<file path="config.mk">
export PLATFORM = sky130hd
export DESIGN_NAME = arb_mux_n
export DESIGN_NICKNAME = d
export VERILOG_FILES = /design/src/rtl/arb_pkg.sv /design/src/rtl/rr_pick.sv /design/src/rtl/arb_mux_n.sv
export SDC_FILE = /design/constraint.sdc
export NUM_CORES = 1
export LEC_CHECK = 0
export CORE_MARGIN = 2
export CORE_UTILIZATION = 47
export CTS_CLUSTER_SIZE = 10
export DETAILED_ROUTE_END_ITERATION = 16
export PLACE_DENSITY = 0.83
export SLEW_MARGIN = 20
export SYNTH_ARGS = -nofsm -noshare
export SYNTH_HDL_FRONTEND = slang
export SYNTH_HIERARCHICAL = 1
export SYNTH_SLANG_ARGS = --single-unit
</file>
<file path="constraint.sdc">
create_clock -name clk -period 15.4 [get_ports clk]
set_clock_uncertainty 0.2 [all_clocks]
set_input_delay 3.08 -clock clk [delete_from_list [all_inputs] [get_ports clk]]
set_output_delay 3.08 -clock clk [all_outputs]
set_load 0.01 [all_outputs]
</file>
<file path="src/rtl/arb_pkg.sv">
// Shared definitions for the N-channel arbitrating multiplexer:
// mode encodings and a one-hot to index encoder.
package arb_pkg;

    typedef enum logic [1:0] {
        MODE_FIXED = 2'b00,
        MODE_RR    = 2'b01,
        MODE_WRR   = 2'b10,
        MODE_RSVD  = 2'b11
    } arb_mode_e;

    // Encode a one-hot vector (up to 16 channels) into its bit index.
    // For a valid one-hot input the OR of all set positions is the index.
    function automatic logic [3:0] onehot_to_idx(input logic [15:0] oh);
        logic [3:0] idx;
        idx = 4'd0;
        for (int i = 0; i < 16; i++) begin
            if (oh[i]) begin
                idx = idx | 4'(i);
            end else begin
                idx = idx;
            end
        end
        return idx;
    endfunction

endpackage

</file>
<file path="src/rtl/rr_pick.sv">
// Combinational rotating find-first picker: the request vector is rotated
// so that 'start' lands at bit 0, the lowest set bit is found, and the
// result is mapped back to an absolute channel index.
module rr_pick #(
    parameter int NCH = 4,
    parameter int IW  = $clog2(NCH)
) (
    input  logic [NCH-1:0] req,
    input  logic [IW-1:0]  start,
    output logic           found,
    output logic [IW-1:0]  idx,
    output logic [NCH-1:0] onehot
);

    logic [2*NCH-1:0] dbl_s;
    logic [NCH-1:0]   rot_s;
    logic [IW-1:0]    ff_s;
    logic             hit_s;
    logic [IW:0]      sum_s;
    logic [IW-1:0]    abs_s;

    // Rotate requests so that 'start' sits at bit 0, then find the first set bit.
    always_comb begin
        dbl_s = {req, req} >> start;
        rot_s = dbl_s[NCH-1:0];
        ff_s  = {IW{1'b0}};
        hit_s = 1'b0;
        for (int i = NCH - 1; i >= 0; i--) begin
            if (rot_s[i]) begin
                ff_s  = IW'(i);
                hit_s = 1'b1;
            end else begin
                ff_s  = ff_s;
                hit_s = hit_s;
            end
        end
    end

    // Map the rotated position back to an absolute index modulo NCH.
    always_comb begin
        sum_s = {1'b0, start} + {1'b0, ff_s};
        if (sum_s >= (IW+1)'(NCH)) begin
            abs_s = IW'(sum_s - (IW+1)'(NCH));
        end else begin
            abs_s = IW'(sum_s);
        end
        found = hit_s;
        if (hit_s) begin
            idx    = abs_s;
            onehot = {{(NCH-1){1'b0}}, 1'b1} << abs_s;
        end else begin
            idx    = {IW{1'b0}};
            onehot = {NCH{1'b0}};
        end
    end

endmodule

</file>
<file path="src/rtl/arb_mux_n.sv">
// N-channel arbitrating data multiplexer with fixed-priority, round-robin
// and weighted round-robin modes, feeding a single registered valid/ready
// output slot. Winner data, one-hot grant and encoded index are registered.
module arb_mux_n
    import arb_pkg::*;
#(
    parameter int NCH = 4,
    parameter int DW  = 8,
    parameter int WW  = 4
) (
    input  logic                   clk,
    input  logic                   rst,
    input  logic [1:0]             mode,
    input  logic [NCH-1:0]         req,
    input  logic [NCH*DW-1:0]      data_in,
    input  logic [NCH*WW-1:0]      weight,
    output logic                   out_valid,
    input  logic                   out_ready,
    output logic [DW-1:0]          data_out,
    output logic [NCH-1:0]         grant,
    output logic [$clog2(NCH)-1:0] grant_id
);

    localparam int IW = $clog2(NCH);

    // Registered state
    logic            out_valid_r;
    logic [DW-1:0]   data_out_r;
    logic [NCH-1:0]  grant_r;
    logic [IW-1:0]   grant_id_r;
    logic [IW-1:0]   ptr_r;
    logic [WW-1:0]   credit_r;
    arb_mode_e       last_mode_r;

    // Combinational decode
    arb_mode_e       mode_eff_s;
    logic            mode_chg_s;
    logic            slot_free_s;
    logic            arb_s;
    logic [IW-1:0]   start_s;
    logic            found_s;
    logic [IW-1:0]   win_idx_s;
    logic [NCH-1:0]  win_oh_s;
    logic [15:0]     win_oh16_s;
    logic [3:0]      win_enc_s;
    logic [IW-1:0]   nxt_idx_s;
    logic [DW-1:0]   win_data_s;
    logic [WW-1:0]   win_w_s;
    logic [WW-1:0]   quota_m1_s;
    logic [WW-1:0]   credit_eff_s;
    logic [IW-1:0]   ptr_nxt_s;
    logic [WW-1:0]   credit_nxt_s;

    // Map the mode input onto the three supported behaviours; 11 acts as fixed.
    always_comb begin
        case (mode)
            2'b01:   mode_eff_s = MODE_RR;
            2'b10:   mode_eff_s = MODE_WRR;
            default: mode_eff_s = MODE_FIXED;
        endcase
    end

    // Slot qualification and search start point.
    always_comb begin
        slot_free_s = !out_valid_r || out_ready;
        mode_chg_s  = (mode_eff_s != last_mode_r);
        if (mode_eff_s == MODE_FIXED) begin
            start_s = {IW{1'b0}};
        end else begin
            start_s = ptr_r;
        end
    end

    rr_pick #(
        .NCH (NCH),
        .IW  (IW)
    ) u_pick (
        .req    (req),
        .start  (start_s),
        .found  (found_s),
        .idx    (win_idx_s),
        .onehot (win_oh_s)
    );

    // Winner data, weight and helper values derived from the picker result.
    always_comb begin
        arb_s      = slot_free_s && found_s;
        win_oh16_s = 16'(win_oh_s);
        win_enc_s  = onehot_to_idx(win_oh16_s);
        win_data_s = data_in[win_idx_s*DW +: DW];
        win_w_s    = weight[win_idx_s*WW +: WW];
        if (win_w_s == {WW{1'b0}}) begin
            quota_m1_s = {WW{1'b0}};
        end else begin
            quota_m1_s = win_w_s - WW'(1);
        end
        if (win_idx_s == IW'(NCH - 1)) begin
            nxt_idx_s = {IW{1'b0}};
        end else begin
            nxt_idx_s = win_idx_s + IW'(1);
        end
        if (mode_chg_s) begin
            credit_eff_s = {WW{1'b0}};
        end else begin
            credit_eff_s = credit_r;
        end
    end

    // Pointer and credit update; only an arbitration moves them.
    always_comb begin
        ptr_nxt_s    = ptr_r;
        credit_nxt_s = credit_r;
        if (arb_s) begin
            credit_nxt_s = credit_eff_s;
            case (mode_eff_s)
                MODE_RR: begin
                    ptr_nxt_s = nxt_idx_s;
                end
                MODE_WRR: begin
                    if (win_idx_s == ptr_r) begin
                        // Owner keeps the slot until its quota is used up.
                        if (credit_eff_s >= quota_m1_s) begin
                            ptr_nxt_s    = nxt_idx_s;
                            credit_nxt_s = {WW{1'b0}};
                        end else begin
                            credit_nxt_s = credit_eff_s + WW'(1);
                        end
                    end else begin
                        // Owner dropped its request; the winner becomes owner.
                        if (win_w_s <= WW'(1)) begin
                            ptr_nxt_s    = nxt_idx_s;
                            credit_nxt_s = {WW{1'b0}};
                        end else begin
                            ptr_nxt_s    = win_idx_s;
                            credit_nxt_s = WW'(1);
                        end
                    end
                end
                default: begin
                    ptr_nxt_s = ptr_r;
                end
            endcase
        end else begin
            ptr_nxt_s    = ptr_r;
            credit_nxt_s = credit_r;
        end
    end

    // Arbitration state registers: pointer, credit and last arbitrated mode.
    always_ff @(posedge clk) begin
        if (rst) begin
            ptr_r       <= {IW{1'b0}};
            credit_r    <= {WW{1'b0}};
            last_mode_r <= MODE_FIXED;
        end else if (arb_s) begin
            ptr_r       <= ptr_nxt_s;
            credit_r    <= credit_nxt_s;
            last_mode_r <= mode_eff_s;
        end else begin
            ptr_r       <= ptr_r;
            credit_r    <= credit_r;
            last_mode_r <= last_mode_r;
        end
    end

    // Output slot: load on arbitration, empty when free and idle, hold on stall.
    always_ff @(posedge clk) begin
        if (rst) begin
            out_valid_r <= 1'b0;
            data_out_r  <= {DW{1'b0}};
            grant_r     <= {NCH{1'b0}};
            grant_id_r  <= {IW{1'b0}};
        end else if (arb_s) begin
            out_valid_r <= 1'b1;
            data_out_r  <= win_data_s;
            grant_r     <= win_oh_s;
            grant_id_r  <= IW'(win_enc_s);
        end else if (slot_free_s) begin
            out_valid_r <= 1'b0;
            grant_r     <= {NCH{1'b0}};
        end else begin
            grant_r     <= {NCH{1'b0}};
        end
    end

    assign out_valid = out_valid_r;
    assign data_out  = data_out_r;
    assign grant     = grant_r;
    assign grant_id  = grant_id_r;

endmodule
</file>
==> results by stage, run 1 <==
Power:
- The switching part of the total power is 34.2%.
- Total power for the finished layout comes to 0.227 mW.
- The ratio of total power to cell area is 89.8 nW/um^2.
- The combinational fraction of design power is 51.9%.
- The net switching component of the power is 0.0777 mW.
- For this design the static power due to leakage is 1.03 nW.
- The sequential cell fraction of total power is 31.4%.
- The share of power burned in the clock network is 16.7%.
- Internal power comes to 0.149 mW.
- The worst-case IR drop observed on VDD is 0.0000868 V.

Setup path:
- The critical path startpoint category is a primary input.
- The data arrival time at the worst-slack endpoint is 8.93 ns.
- Across all register-to-register paths, the minimum setup slack is 9.75 ns.
- Data on the critical path is required at its endpoint by 15.37 ns.
- The path type of the worst setup path is primary input to flop.
- The maximum fanout along the worst path is 18.
- STA classifies the critical path endpoint as a flop.

Floorplan:
- The effective utilization at floorplan is 48.6%.
- The die is 65.5 um tall.
- In this run the standard cell core region covers 3660 um^2.
- The number of top-level pins is 72.
- The floorplan row count is 22.
- Measured along the x axis, the die boundary spans 65.5 um.
- The die covers 4290 um^2.

Logic synthesis:
- The sequential cell area fraction in the yosys report is 25.9%.
- After synthesis, the largest family of logic cells by area is simple AND/OR/NAND/NOR gates.
- After synthesis, the mean cell area works out to 9.27 um^2.
- The share of the synthesized area in the top cell type is 25.9%.
- Summing every instance area after synthesis gives 1780 um^2.
- The most frequently used cell type in the post-synthesis netlist is sky130_fd_sc_hd__nand2_1.
- In the synthesized netlist, mux cells make up 20.5% of the area.
- The instance count of the mapped netlist is 192.
- The number of nets in the synthesized netlist is 260.
- The dominant cell type by area after synthesis is sky130_fd_sc_hd__dfxtp_1.
- The number of different library cells used by synthesis comes to 42.
- The count of flip-flops with a built-in enable after synthesis is 0.
- The area share of and/or/nand/nor cells after synthesis is 22.2%.
- The most used flip-flop cell after synthesis is sky130_fd_sc_hd__dfxtp_1.
- Of the total synthesized cell area, the portion taken by XOR and XNOR cells is 3.45%.
- The count of state elements after synthesis is 23.
- After synthesis, the cell types taking the most area are sky130_fd_sc_hd__dfxtp_1, sky130_fd_sc_hd__mux4_2, sky130_fd_sc_hd__ha_1, sky130_fd_sc_hd__nand2_1, sky130_fd_sc_hd__mux2i_1.
- By count the netlist is led by sky130_fd_sc_hd__nand2_1, sky130_fd_sc_hd__dfxtp_1, sky130_fd_sc_hd__a21oi_1.
- Summing the areas of all fa, ha and maj instances in the mapped netlist gives 7.74% of the synthesized area.
- Counting flops with an async set or reset pin after synthesis yields a share of 0%.
- The compound-cell area share of the yosys netlist is 14.6%.
- The Yosys step of the flow raised 6 warnings.

Drt:
- In the routed design, unresolved DRC markers number 0.
- In this run, the number of DRC markers left after iteration 0 of detailed routing was 114.
- The final route contains 1647 vias.
- The first-pass iteration count of the detailed router is 4.
- In this run the remaining antenna-violating nets after routing total 0.
- The routed wire length is 4250 um.
- In the final routed layout, each cell accounts on average for 13.9 um.
- The via-per-instance ratio is 5.38.

Clock tree:
- Counting along the longest clock path gives a buffer depth of 2.
- The buffer type at the clock tree root is sky130_fd_sc_hd__clkbuf_8.
- In this run the number of H-tree levels came out at 1.
- The number of setup buffers added after CTS is 0.
- After clock tree synthesis, the repair step resized 0 gates.
- The clock latency at the later pin of the worst-skew pair is 0.27 ns.
- Counting the buffers created by CTS gives 3.
- After clock tree synthesis, the clock-pin slew on the worst setup and hold paths is 0.08 ns.
- After clock tree synthesis, the flow added hold-fix buffers numbering 0.
- The clock tree from TritonCTS is done.
- The number of sinks driven by the clock tree is 23.

GRT:
- The via count of the first global-routing pass was 1571.
- Entering global routing, the biggest net connects 24 pins.
- The total overflow left after global routing is 0.
- The global-route track usage on met1 is 24.8%.
- The global routing usage summed across all routing layers is 20.5%.
- For this run, global-route usage on met3 was measured as 4.45%.
- The first-pass GRT wire length is 6950 um.
- The initial antenna violation count is 0.
- In this run the most used layer during global routing was met2.
- The met2 track demand over resource in global routing is 36.6%.

Layout:
- The post-route netlist has 8.91% of its cells at a drive strength greater than 1.
- The count of inserted antenna diode cells is 0.
- The area growth from synthesis to layout is 42.1%.
- For this run, the post-layout net count is 327.
- Cells fill 69.1% of the core in the end.

Timing:
- Setup repair after global routing left no endpoint under its margin.
- The number of max-slew violations in the final report was 0.
- Derived from the worst setup path, the maximum achievable clock frequency is 0.112 GHz.
- The setup-violating endpoint count in the final report is 0.
- For the pin with the worst max-slew slack, the measured transition is 1.03 ns.
- The number of hold violations in the final report is 0.
- Summed over all failing endpoints, the final setup total negative slack is 0 ns.
- After layout, the minimum clock period comes to 8.96 ns.
- The worst pin sits at a relative slew slack of 31.5%.
- The final critical path takes up 58.2% of the cycle.

Status:
- The run finished with clean final reports.

Place:
- The congestion estimate from routability-driven global placement came to 0.855.
- The HPWL after detailed placement is 3320 um.
- The count of port buffers added during placement is 71.

Hold path:
- The worst hold path belongs to the class flop to flop.

Flow run:
- The max-capacitance violation count is 0.
==> worst paths after layout <==
check,startpoint,endpoint,cells past startpoint
min,data_out[3],data_out[3],2
max,mode[0],credit_r[0],19
min reg2reg,data_out[3],data_out[3],2
max reg2reg,ptr_r[1],credit_r[0],16
==> critical path, cell delays in order <==
cell and delay, ns:
sky130_fd_sc_hd__clkdlybuf4s50_1 0.48, sky130_fd_sc_hd__inv_1 0.06, sky130_fd_sc_hd__ha_1 0.34, sky130_fd_sc_hd__nor2b_1 0.45, sky130_fd_sc_hd__nand2_1 0.13, sky130_fd_sc_hd__a2bb2oi_1 0.18, sky130_fd_sc_hd__o221ai_1 0.12, sky130_fd_sc_hd__o21a_1 0.16
sky130_fd_sc_hd__ha_1 0.26, sky130_fd_sc_hd__and2_1 0.80, sky130_fd_sc_hd__mux4_1 0.71, sky130_fd_sc_hd__or2_2 0.35, sky130_fd_sc_hd__nor3b_1 0.24, sky130_fd_sc_hd__a21oi_1 0.07, sky130_fd_sc_hd__ha_1 0.27, sky130_fd_sc_hd__o21a_1 0.20
sky130_fd_sc_hd__a211oi_1 0.60, sky130_fd_sc_hd__mux2i_1 0.16, sky130_fd_sc_hd__a311oi_1 0.27
==> registers in the layout, summed over array words and instances, names as in the netlist <==
name,flops
data_out,8
credit_r,4
grant,4
grant_id,2
last_mode_r,2
ptr_r,2
out_valid,1
==> cells in the final DEF (no fill, tap or decap), drive strengths merged, types with 2 or more instances in the layout <==
cell type,synthesis,final
a211o,2,2
a211oi,3,3
a21oi,17,17
a311oi,3,3
and2,5,5
clkbuf,3,3
clkdlybuf4s50,0,71
dfxtp,23,23
ha,11,11
inv,7,7
mux2i,9,9
mux4,12,12
nand2,31,31
nand2b,4,4
nand3b,2,2
nor2,11,11
nor2b,5,5
nor3,8,8
nor3b,5,5
o21a,3,3
o21ai,3,3
xnor2,4,4
xor2,3,3
==> power groups by stage <==
| stage | sequential (mW) | clock (mW) | combinational (mW) |
|---|---|---|---|
| floorplan | 0.0750 | 0 | 0.0810 |
| global placement | 0.0724 | 0 | 0.116 |
| detailed placement | 0.0725 | 0 | 0.118 |
| CTS | 0.0713 | 0.0382 | 0.119 |
| global route | 0.0723 | 0.0408 | 0.130 |
| finish | 0.0713 | 0.0379 | 0.118 |
==> per-layer routing <==
layer  part of all wire [%]  wire length [um]
met1                     42              1790
met2                     52              2200
met3                    3.2               137
met4                    2.8               118
met5                      0                 0
==> cell families (layout without fill, tap and decap cells) <==
logic type	count (synthesis)	count (layout)
simple gates	76	76
compound gates	37	37
flops	23	23
mux	21	21
buf+inv	17	83
fa+ha+maj	11	11
xor+xnor	7	7
==> layout make-up <==
type / count / area, um^2
Clock buffer: 3 / 41.3
Clock inverter: 1 / 5.00
Sequential cell: 23 / 460
Timing Repair Buffer: 72 / 718
Inverter: 7 / 26.3
Multi-Input combinational cell: 152 / 1220
Tap cell: 48 / 60.1
Fill cell: 290 / 1130
==> per-stage QoR <==
step,cells,setup slack (ns),hold WS [ns],instance area [um^2]
2_1_floorplan,192,7.69,0.247,1780
3_3_place_gp,302,6.40,0.241,2480
3_5_place_dp,302,6.15,0.247,2480
4_1_cts,306,6.42,0.258,2530
5_1_grt,306,6.03,0.275,2530
6_report,306,6.44,0.259,2530
(Power assumes the default switching activity.)
==> inputs of run 2 (changes only) <==
--- a/config.mk
+++ b/config.mk
@@ -6,10 +6,10 @@
 export NUM_CORES = 1
 export LEC_CHECK = 0
 export CORE_MARGIN = 2
-export CORE_UTILIZATION = 47
+export CORE_UTILIZATION = 39
 export CTS_CLUSTER_SIZE = 10
 export DETAILED_ROUTE_END_ITERATION = 16
-export PLACE_DENSITY = 0.83
+export PLACE_DENSITY = 0.73
 export SLEW_MARGIN = 20
 export SYNTH_ARGS = -nofsm -noshare
 export SYNTH_HDL_FRONTEND = slang
==> constraint.sdc (replaced) <==
create_clock -name clk -period 8.2 [get_ports clk]
set_clock_uncertainty 0.2 [all_clocks]
set_input_delay 1.64 -clock clk [delete_from_list [all_inputs] [get_ports clk]]
set_output_delay 1.64 -clock clk [all_outputs]
set_load 0.01 [all_outputs]
==> run 2 against run 1 <==
Sequential cell count stayed put. Combinational power is 90% higher. Cell area is 0.64% higher. Clock power is 85% higher. Critical endpoint unchanged.
==> results by stage, run 2 (synthesis gave the netlist of run 1 again) <==
Floorplan:
- 72 I/O pins were placed.
- In this run the core area contains 24 standard-cell rows.
- The die covers 5120 um^2.
- The initial utilization of the core area, before any placement, comes to 40.6%.
- Measured along the x axis, the die boundary spans 71.5 um.
- The core area is 4380 um^2.
- The chip height is 71.5 um.

Layout:
- The area growth from synthesis to layout is 43.0%.
- The final instance area is 2540 um^2.
- The fraction of layout instances using a drive strength above 1 is 9.65%.
- The final layout contains 328 nets.
- Cells fill 58.0% of the core in the end.
- The flip-flop count of the largest register, all copies and words added is 8.
- The repair_antennas step left the layout with diodes totalling 0.
- In the layout the commonest cells are sky130_fd_sc_hd__clkdlybuf4s50_1, sky130_fd_sc_hd__nand2_1, sky130_fd_sc_hd__dfxtp_1, sky130_fd_sc_hd__a21oi_1.
- The finished layout holds 311 standard cells, fillers aside.
- The commonest non-fill, non-tap cell in the layout is sky130_fd_sc_hd__clkdlybuf4s50_1.

Clock tree:
- The clock tree from TritonCTS is done.
- After clock tree synthesis, the flow added hold-fix buffers numbering 0.
- The number of buffers created by CTS is 3.
- The buffer type at the clock tree root is sky130_fd_sc_hd__clkbuf_8.
- Clock-pin slew was measured on the worst setup and hold paths at 0.08 ns.
- In this run, post-CTS repair resized a total of 0 instances.
- No sink is reached through more buffers than the 2 on the longest clock path.
- The number of sinks driven by the clock tree is 23.
- The H-tree depth is 1.
- The clock latency at the later pin of the worst-skew pair is 0.27 ns.
- In this run the post-CTS setup repair buffer count came out at 0.

Setup path:
- The data arrival time at the worst-slack endpoint is 7.09 ns.
- STA classifies the critical path startpoint as a primary input.
- Along the worst path, the maximum fanout reaches 7.
- The worst setup path is captured at a flop.
- The register-to-register setup slack is 2.96 ns.
- The critical path required time is 8.17 ns.
- The path depth of the worst reg2reg path is 18.
- The path type of the worst setup path is primary input to flop.

GRT:
- The first-pass GRT wire length is 6840 um.
- Summed over all layers, the global routing overflow is 0.
- The via count of the first global-routing pass is 1541.
- The global routing usage summed across all routing layers is 16.4%.
- Entering global routing, the biggest net connects 24 pins.
- The initial antenna violation count is 0.

Power:
- The ratio of total power to cell area is 168 nW/um^2.
- The sequential cell fraction of total power is 31.3%.
- The leakage dissipation is 1.03 nW.
- The net switching component of the power is 0.146 mW.
- Overall power consumption after layout is estimated at 0.428 mW.
- In this run, the clock network consumes 16.4% of the power.
- The design internal power is 0.283 mW.
- Combinational logic burns 52.3% of the power.
- The switching part of the total power is 34.0%.
- The worst-case IR drop observed on VDD is 0.0000913 V.

Timing:
- The number of hold violations in the final report is 0.
- The final clock period utilization by the worst path is 86.8%.
- The worst path meets setup with 1.08 ns of slack.
- Setup repair after global routing left no endpoint under its margin.
- The final hold slack is 0.259 ns.
- For the pin with the worst max-slew slack, the measured transition is 0.827 ns.
- Adding up every negative setup slack in the final design gives 0 ns.
- Setup violations remaining at the end of the flow were counted as 0.
- The routed design could run at a clock period as short as 7.12 ns.
- The number of max-slew violations in the final report is 0.
- The achievable frequency is 0.141 GHz.
- The normalized max-slew margin is 44.7%.

Place:
- Routability-driven placement finished with a final weighted congestion of 0.771.
- The number of instances in the placed design is 307.
- Input and output buffers added on the ports amount to 71.
- The HPWL after detailed placement is 3380 um.
- The worst slack after detailed placement is 0.755 ns.
- After detailed placement, the total cell area comes to 2500 um^2.

Flow run:
- Max-cap violations in this run came to 0.

Drt:
- The total number of vias is 1638.
- After detailed routing, the total wire length is 4160 um.
- The detailed router finished its first iteration with 51 violations.
- Before antenna repair, the detailed router went through 4 iterations.
- For this run, design rule violations remaining after detail routing come to 0.
- The post-detailed-route count of antenna-violating nets is 0.
- Using the TritonRoute via totals, the vias-per-cell ratio works out to 5.27.
- After detailed routing, the average wire length per cell comes to 13.4 um.

Hold path:
- In this run the worst hold path is classified as flop to flop.
- Along the worst hold path, the cell count comes to 2.

Status:
- The run finished with clean final reports.
-- run 2: cell types whose count changed in the layout (fill, tap and decap cells not counted) --
| cell | previous run | this run |
|---|---|---|
| sky130_fd_sc_hd__buf_4 | 1 | 2 |
| sky130_fd_sc_hd__mux2i_2 | 0 | 1 |
| sky130_fd_sc_hd__mux2i_1 | 9 | 8 |
-- run 2: layout make-up --
class | count | area (um^2)
clock buffers | 3 | 41.3
clock inverters | 1 | 5.00
fillers | 410 | 1840
inverters | 7 | 26.3
multi-input cells | 152 | 1220
flip-flops and latches | 23 | 460
well taps | 52 | 65.1
repair buffers | 73 | 726
-- run 2: routing by layer --
metal,vias to the layer above,track usage [%],share of wire (%)
li1,826,-,-
met1,776,21.7,46
met2,33,28.2,51
met3,3,2.67,2.8
met4,0,3.77,0.19
met5,-,0,0
-- run 2: critical path, stage by stage --
cell	delay (ns)
sky130_fd_sc_hd__clkdlybuf4s50_1	0.48
sky130_fd_sc_hd__inv_1	0.06
sky130_fd_sc_hd__ha_1	0.34
sky130_fd_sc_hd__nor2b_1	0.43
sky130_fd_sc_hd__nand2_1	0.14
sky130_fd_sc_hd__a2bb2oi_1	0.19
sky130_fd_sc_hd__o221ai_1	0.14
sky130_fd_sc_hd__o21a_1	0.17
sky130_fd_sc_hd__ha_1	0.22
sky130_fd_sc_hd__xor2_1	0.35
sky130_fd_sc_hd__nand2_1	0.11
sky130_fd_sc_hd__mux2i_2	0.32
sky130_fd_sc_hd__mux4_1	0.39
sky130_fd_sc_hd__or2_2	0.35
sky130_fd_sc_hd__nor3b_1	0.20
sky130_fd_sc_hd__a21oi_1	0.07
sky130_fd_sc_hd__ha_1	0.27
sky130_fd_sc_hd__o21a_1	0.19
sky130_fd_sc_hd__a211oi_1	0.60
sky130_fd_sc_hd__mux2i_1	0.17
sky130_fd_sc_hd__a311oi_1	0.27
-- run 2: worst paths after layout --
kind                    start          end
hold reg to reg   data_out[0]  data_out[0]
setup reg to reg     ptr_r[1]  credit_r[0]
setup / recovery      mode[0]  credit_r[0]
hold / removal    data_out[0]  data_out[0]
-- run 2: power groups by stage --
| stage | sequential, mW | combinational (mW) | clock [mW] |
|---|---|---|---|
| after CTS | 0.134 | 0.227 | 0.0723 |
| after global placement | 0.136 | 0.223 | 0 |
| after detailed placement | 0.136 | 0.226 | 0 |
| final | 0.134 | 0.224 | 0.0703 |
| after global routing | 0.136 | 0.249 | 0.0751 |
| after floorplan | 0.141 | 0.152 | 0 |
